### config.mk
export PLATFORM = sky130hd
export DESIGN_NAME = led_blinker
export DESIGN_NICKNAME = d
export VERILOG_FILES = /design/src/rtl/led_pkg.sv /design/src/rtl/led_blinker_tick_gen.sv /design/src/rtl/led_blinker.sv
export SDC_FILE = /design/constraint.sdc
export NUM_CORES = 1
export LEC_CHECK = 0
export CORE_AREA = 2 2 128 130
export CTS_CLUSTER_DIAMETER = 60
export DETAILED_ROUTE_END_ITERATION = 12
export DIE_AREA = 0 0 130 132
export PLACE_DENSITY = 0.5
export SLEW_MARGIN = 25
export SYNTH_ARGS = -nofsm -noshare
export SYNTH_HDL_FRONTEND = slang
export SYNTH_SLANG_ARGS = --single-unit
### constraint.sdc
create_clock -name clk -period 3.26 [get_ports clk]
set_input_delay 0.652 -clock clk [delete_from_list [all_inputs] [get_ports clk]]
set_output_delay 0.652 -clock clk [all_outputs]
set_load 0.005 [all_outputs]
### src/rtl/led_pkg.sv
// Shared mode encoding and port-width helpers for the LED blinker.
package led_pkg;

  typedef enum logic [1:0] {
    OFF   = 2'd0,
    ON    = 2'd1,
    BLINK = 2'd2,
    PWM   = 2'd3
  } led_mode_e;

  function automatic int ch_width(input int nch);
    return (nch > 1) ? $clog2(nch) : 1;
  endfunction

  function automatic int rate_width(input int ph_w);
    return (ph_w > 1) ? $clog2(ph_w) : 1;
  endfunction

endpackage

### src/rtl/led_blinker_tick_gen.sv
// Free-running divider: one-cycle tick every TICK_DIV clocks.
module tick_gen #(
  parameter int TICK_DIV = 48000
) (
  input  logic clk,
  input  logic reset,
  output logic tick
);

  localparam int CNT_W = (TICK_DIV > 1) ? $clog2(TICK_DIV) : 1;
  localparam logic [CNT_W-1:0] LAST = CNT_W'(TICK_DIV - 1);

  logic [CNT_W-1:0] count_q, count_d;

  assign tick = (count_q == LAST);

  always_comb begin
    count_d = tick ? '0 : count_q + 1'b1;
  end

  always_ff @(posedge clk) begin
    if (reset) begin
      count_q <= '0;
    end else begin
      count_q <= count_d;
    end
  end

endmodule

### src/rtl/led_blinker.sv
// Multi-channel LED driver: per-channel OFF/ON/BLINK/PWM with a shared phase tick
// and a one-write-per-two-cycles configuration port.
module led_blinker
  import led_pkg::*;
#(
  parameter int NCH      = 3,
  parameter int TICK_DIV = 48000,
  parameter int PH_W     = 8
) (
  input  logic                        clk,
  input  logic                        reset,
  input  logic                        cfg_valid,
  output logic                        cfg_ready,
  input  logic [ch_width(NCH)-1:0]    cfg_ch,
  input  logic [1:0]                  cfg_mode,
  input  logic [rate_width(PH_W)-1:0] cfg_rate,
  input  logic [PH_W-1:0]             cfg_duty,
  output logic                        cfg_err,
  output logic [NCH-1:0]              led
);

  localparam int CH_W   = ch_width(NCH);
  localparam int RATE_W = rate_width(PH_W);

  logic tick;
  logic cfg_accept;
  logic cfg_ready_q, cfg_ready_d;
  logic cfg_err_q, cfg_err_d;

  tick_gen #(
    .TICK_DIV(TICK_DIV)
  ) u_tick (
    .clk  (clk),
    .reset(reset),
    .tick (tick)
  );

  assign cfg_accept = cfg_valid && cfg_ready_q;
  assign cfg_ready  = cfg_ready_q;
  assign cfg_err    = cfg_err_q;

  // Ready drops for the cycle after each accepted write; out-of-range targets flag an error.
  always_comb begin
    cfg_ready_d = !cfg_accept;
    cfg_err_d   = cfg_accept && (int'(cfg_ch) >= NCH);
  end

  always_ff @(posedge clk) begin
    if (reset) begin
      cfg_ready_q <= 1'b0;
      cfg_err_q   <= 1'b0;
    end else begin
      cfg_ready_q <= cfg_ready_d;
      cfg_err_q   <= cfg_err_d;
    end
  end

  for (genvar i = 0; i < NCH; i++) begin : g_ch
    led_mode_e         mode_q, mode_d;
    logic [RATE_W-1:0] rate_q, rate_d, rate_eff;
    logic [PH_W-1:0]   duty_q, duty_d;
    logic [PH_W-1:0]   phase_q, phase_d;
    logic              ch_wr;
    logic              led_q, led_d;

    assign ch_wr    = cfg_accept && (cfg_ch == CH_W'(i));
    assign rate_eff = (int'(rate_q) >= PH_W) ? RATE_W'(PH_W - 1) : rate_q;

    // A write restarts the phase even when it lands on a tick.
    always_comb begin
      mode_d  = mode_q;
      rate_d  = rate_q;
      duty_d  = duty_q;
      phase_d = phase_q;
      if (ch_wr) begin
        mode_d  = led_mode_e'(cfg_mode);
        rate_d  = cfg_rate;
        duty_d  = cfg_duty;
        phase_d = '0;
      end else if (tick) begin
        phase_d = phase_q + 1'b1;
      end
    end

    always_comb begin
      led_d = 1'b0;
      unique case (mode_q)
        OFF:     led_d = 1'b0;
        ON:      led_d = 1'b1;
        BLINK:   led_d = phase_q[rate_eff];
        PWM:     led_d = (phase_q < duty_q);
        default: led_d = 1'b0;
      endcase
    end

    always_ff @(posedge clk) begin
      if (reset) begin
        mode_q  <= OFF;
        rate_q  <= '0;
        duty_q  <= '0;
        phase_q <= '0;
        led_q   <= 1'b0;
      end else begin
        mode_q  <= mode_d;
        rate_q  <= rate_d;
        duty_q  <= duty_d;
        phase_q <= phase_d;
        led_q   <= led_d;
      end
    end

    assign led[i] = led_q;
  end

endmodule

======== Word level (Yosys, flattened, before mapping) ========
Cells that the tools add are included.
storage, ports and cells
  register bits ........................... 84
  logic and storage cells ................. 64
operators by class
  add/subtract/negate cells ............... 4
  order comparisons ....................... 7
  equal/unequal tests ..................... 12
  multiplexer cells ....................... 9
  reduce and logical (&&, ||, !) cells .... 14
operators by type and width
  cell                                                        count
  adder 8 x 1 -> 8 bit, second input constant                 3
  less-than comparator 8 bit                                  3
  adder 16 x 1 -> 16 bit, second input constant               1
  equality test 16 bit, second input constant                 1
  equality test 2 bit, second input constant                  7
  less-than comparator 3 x 4 -> 1 bit, second input constant  3
  case mux 1 bit (4 select lines)                             3
  binary-select mux 1 bit (select 3 bit)                      3
  equality test 2 x 1 -> 1 bit, second input constant         4
  logical NOT 2 bit                                           4
  OR reduction 2 bit                                          4
  logical AND 1 bit                                           5
  two-way mux 1 bit                                           3
  >= comparator 2 bit, second input constant                  1
  logical NOT 1 bit                                           1

======== Longest topological paths before layout ========
  depth after elaboration ................. 3
  mapped depth ............................ 8
  mapped depth without buffers ............ 6

======== Hierarchy ========
From an unflattened synthesis, not the netlist that was laid out.
second synthesis, totals
  cell total of the unflattened synthesis .. 472
  area, all modules ....................... 4037.6 sq um
modules (own cells, without submodules)
  module       instances  cells each  area an instance (sq um)  sequential area each (sq um)
  led_blinker  1          390         3310.7                    1361.3
  tick_gen     1          82          726.9                     320.3

======== Least setup slack after synthesis ========
No wires, ideal clock.
  path kind ............................... reg-to-reg
  start point ............................. register u_tick.count_q[0]
  end point ............................... register g_ch[1].phase_q[2]
  library setup time ...................... 0.128 ns
  arrival time ............................ 1.565 ns
  path slack .............................. 1.567 ns
  stages on the path, launching flop included .. 9
  path buffers ............................ 3
  period minus slack after synthesis ...... 1.693 ns
  cell sequence ........................... dfxtp_1 -> ha_1 -> and3_4 -> nand3_4 -> buf_6 -> buf_2 -> buf_2 -> o31ai_1 -> a21oi_1
between the ends
  longest elaborated chain between the ends .. 1
ends and longest elaborated chain
  item                    RTL line                    source
  start, declared         led_blinker_tick_gen.sv:13  logic [CNT_W-1:0] count_q, count_d;
  start signal, assigned  led_blinker_tick_gen.sv:25  count_q <= count_d;
  equality test 16 bit    led_blinker_tick_gen.sv:15  assign tick = (count_q == LAST);
  end signal, assigned    led_blinker.sv:107          phase_q <= phase_d;
  end, declared           led_blinker.sv:62           logic [PH_W-1:0] phase_q, phase_d;
No other way between the ends.
A chain may end at the register's enable or synchronous reset.

======== Worst setup path after layout ========
  start point ............................. register u_tick.count_q[0]
  end point ............................... register g_ch[1].phase_q[5]
The elaborated chain is that of the path after synthesis.

==> impl_metrics.py <==
metrics = {
    "worst_hold_path": {
        "hold_depth": 1,
        "hold_path.class": "flip-flop to flip-flop",
        "hp-start": "u_tick.count_q[0]",
    },
    "logic_synthesis": {
        "synth_top_family_by_area": "simple AND/OR/NAND/NOR gates",
        "synthSimpleGateAreaFrac": 0.2414,
        "ys_types": 39,
        "synth-compound-area-share": 0.1533,
        "synth_ff_type": "dfxtp_1",
        "synth_top_area_share": 0.4040,
        "avgSynthCellArea_um2": 8.292,
        "synthArstFlopShare": 0,
        "synthCells": 502,
        "syn-cell-area_um2": 4163,
        "ys_ff_latch": 84,
        "synth-xor-area-share": 0.02735,
        "synth-seq-area-share": 0.4040,
        "synth.most_common_cell": "nand2_1",
        "syn-num-nets": 545,
        "synth_enable_flop_cells": 0,
        "synth_commonest_cells": "nand2_1, dfxtp_1, a21oi_1",
        "synthAdderAreaFrac": 0.07514,
        "synth_area_leaders": "dfxtp_1, a21oi_1, nand2_1",
        "synth_top_area_cell": "dfxtp_1",
        "ys.warnings.count": 0,
        "synthMuxAreaShare": 0.03968,
    },
    "outcome": {
        "outcome": "finished, final reports clean",
    },
    "timing": {
        "min_period_over_period": 0.6403,
        "slew_viol_final": 0,
        "tightest_slew_ns": 0.7104,
        "layout_setup_ws_ns": 1.173,
        "clock.fmax_mhz": 479.1,
        "hold-worst-slack_ns": 0.4537,
        "post-route-min-period_ns": 2.087,
        "hold_violations": 0,
        "rsz0062_at_grt": "no",
        "setup_viol": 0,
        "relSlewSlack": 0.5247,
        "fin_setup_tns_ns": 0,
        "skew_ns": 0.006210,
    },
    "routing": {
        "drt_pass1_iterations": 4,
        "drc": 0,
        "viasPerCell": 4.790,
        "wl_um": 10010,
        "antenna_left": 0,
        "detail_route.wl_per_cell_um": 13.64,
        "drt_iter0_drc": 176,
        "route.vias.total": 3516,
    },
    "floorplan": {
        "start_util": 0.2649,
        "row_count": 46,
        "die_area_um2": 17160,
        "dieWidth_um": 130,
        "ioPinCount": 23,
        "core_um2": 15710,
        "die-height_um": 132,
    },
    "clock_tree": {
        "cts_resized": 0,
        "cts.sinks": 84,
        "path_clk_slew_ns": 0.06,
        "cts_root_buffer": "clkbuf_16",
        "clock_path_buffers": 2,
        "cts_buffers": 9,
        "postCtsSetupBuffers": 0,
        "clkLatencyLatePin_ns": 0.34,
        "cts_tree": "done",
        "holdBufCountCts": 0,
        "htreeDepth": 3,
    },
    "layout": {
        "drive_gt1_frac": 0.06564,
        "postLayoutCoreUtil": 0.3106,
        "stdcell_count": 734,
        "antennaDiodeCount": 0,
        "area_delta_synth_final_pct": 17.25,
        "finalNetCount": 556,
    },
    "place": {
        "place_ws_ns": 0.8782,
        "dp.cells": 718,
        "place_congestion": 0.7811,
        "dp.final_hpwl_um": 7228,
        "portBuffers": 22,
    },
    "setup_path": {
        "critPathLaunch": "u_tick.count_q[0]",
        "cp_max_fo": 47,
        "required_ns": 3.53,
        "start_kind": "flip-flop",
        "r2r_cells": 5,
        "cp-end-kind": "flip-flop",
        "rr_startpoint": "u_tick.count_q[0]",
        "crit_arrival_ns": 2.35,
        "slowest_stage": "or4_1",
        "cpPeakStageDelay_ns": 0.64,
        "crit_type": "flip-flop to flip-flop",
        "crit_chain": "ha_1, and3_4, nand3_4, or4_1, a21oi_1",
    },
    "global_routing": {
        "grt_pass1_wl_um": 17020,
        "groute.usage.overall": 0.1231,
        "grt_overflow": 0,
        "antenna_found_initial": 0,
        "grt_pass1_vias": 3450,
        "grt_max_degree": 48,
    },
    "pwr": {
        "leakagePower_nw": 1.579,
        "peakVddDrop_uv": 243.2,
        "power_density_nw_per_um2": 465.2,
    },
    "job": {
        "cap_violations": 0,
    },
}
final timing paths:
path | endpoint | slack, ns
worst max-delay path | g_ch[1].phase_q[5] | 1.17
worst min-delay path | u_tick.count_q[0] | 0.45
worst max register to register | g_ch[1].phase_q[5] | 1.17
worst min register to register | u_tick.count_q[0] | 0.45
power breakdown:
group | leakage (nW) | switching [W] | internal [W] | total [W]
combinational | 0.740 | 0.0000575 | 0.0000413 | 0.0000989
clock | 0.161 | 0.000424 | 0.000697 | 0.00112
sequential | 0.679 | 0.0000106 | 0.00104 | 0.00105
flip-flops by register name (all words and copies together), names as in the netlist:
signal          count
g_ch.phase_q       24
g_ch.duty_q        24
u_tick.count_q     16
g_ch.led_q          3
cfg_ready           1
g_ch.mode_q         6
g_ch.rate_eff       9
cfg_err             1
worst max-delay path, delay by kind of cell (launching register included):
family | cells | cell delay [ns]
flops | 1 | 0.35
simple gates | 3 | 1.24
compound gates | 1 | 0.15
fa+ha+maj | 1 | 0.26
area by class of cell:
class | instances | area, um^2
multi-input combinational | 361 | 2235
fill | 1668 | 10830
sequential | 84 | 1682
clock inverter | 5 | 82.58
inverter | 29 | 108.9
clock buffer | 11 | 242.7
tap | 216 | 270.3
timing repair buffer | 28 | 260.3
cells by family (layout without fill, tap and decap cells):
family                     after synthesis  count (layout)
buffers and inverters                   57              73
DFF                                     84              84
muxes                                    9               9
xor gates and xnor gates                13              13
and+or+nand+nor                        202             202
AOI/OAI and AO/OA                      112             112
adders and majority gates               25              25
placed cells by master (no fill, tap or decap), types with 5 or more instances in the layout:
cell type / synthesis / layout
nor2_1: 24 / 24
inv_1: 29 / 29
nand3_1: 17 / 17
nor4_1: 6 / 6
clkdlybuf4s50_1: 0 / 21
or4_1: 18 / 18
xnor2_1: 9 / 9
ha_1: 25 / 25
dfxtp_1: 84 / 84
o31ai_1: 18 / 18
nand2_1: 92 / 92
buf_4: 3 / 6
a21oi_1: 71 / 71
mux4_2: 6 / 6
clkbuf_16: 0 / 9
nand4_1: 11 / 11
a211o_1: 6 / 6
or3_1: 5 / 5
o21ai_0: 10 / 10
nand2b_1: 5 / 5
metal layers:
metal  routed length (um)  track usage
met1                 4813       0.1585
met2                 4845       0.2030
met3                  213      0.03003
met4                  137      0.03644
met5                    0            0
through the flow:
| stage | cell area (um^2) | power [W] |
|---|---|---|
| after floorplan | 4163 | 0.001122 |
| after global placement | 4556 | 0.001171 |
| after detailed placement | 4556 | 0.001173 |
| after CTS | 4881 | 0.002302 |
| after global routing | 4881 | 0.002347 |
| final | 4881 | 0.002271 |
Power figures use the tool's default switching activity.
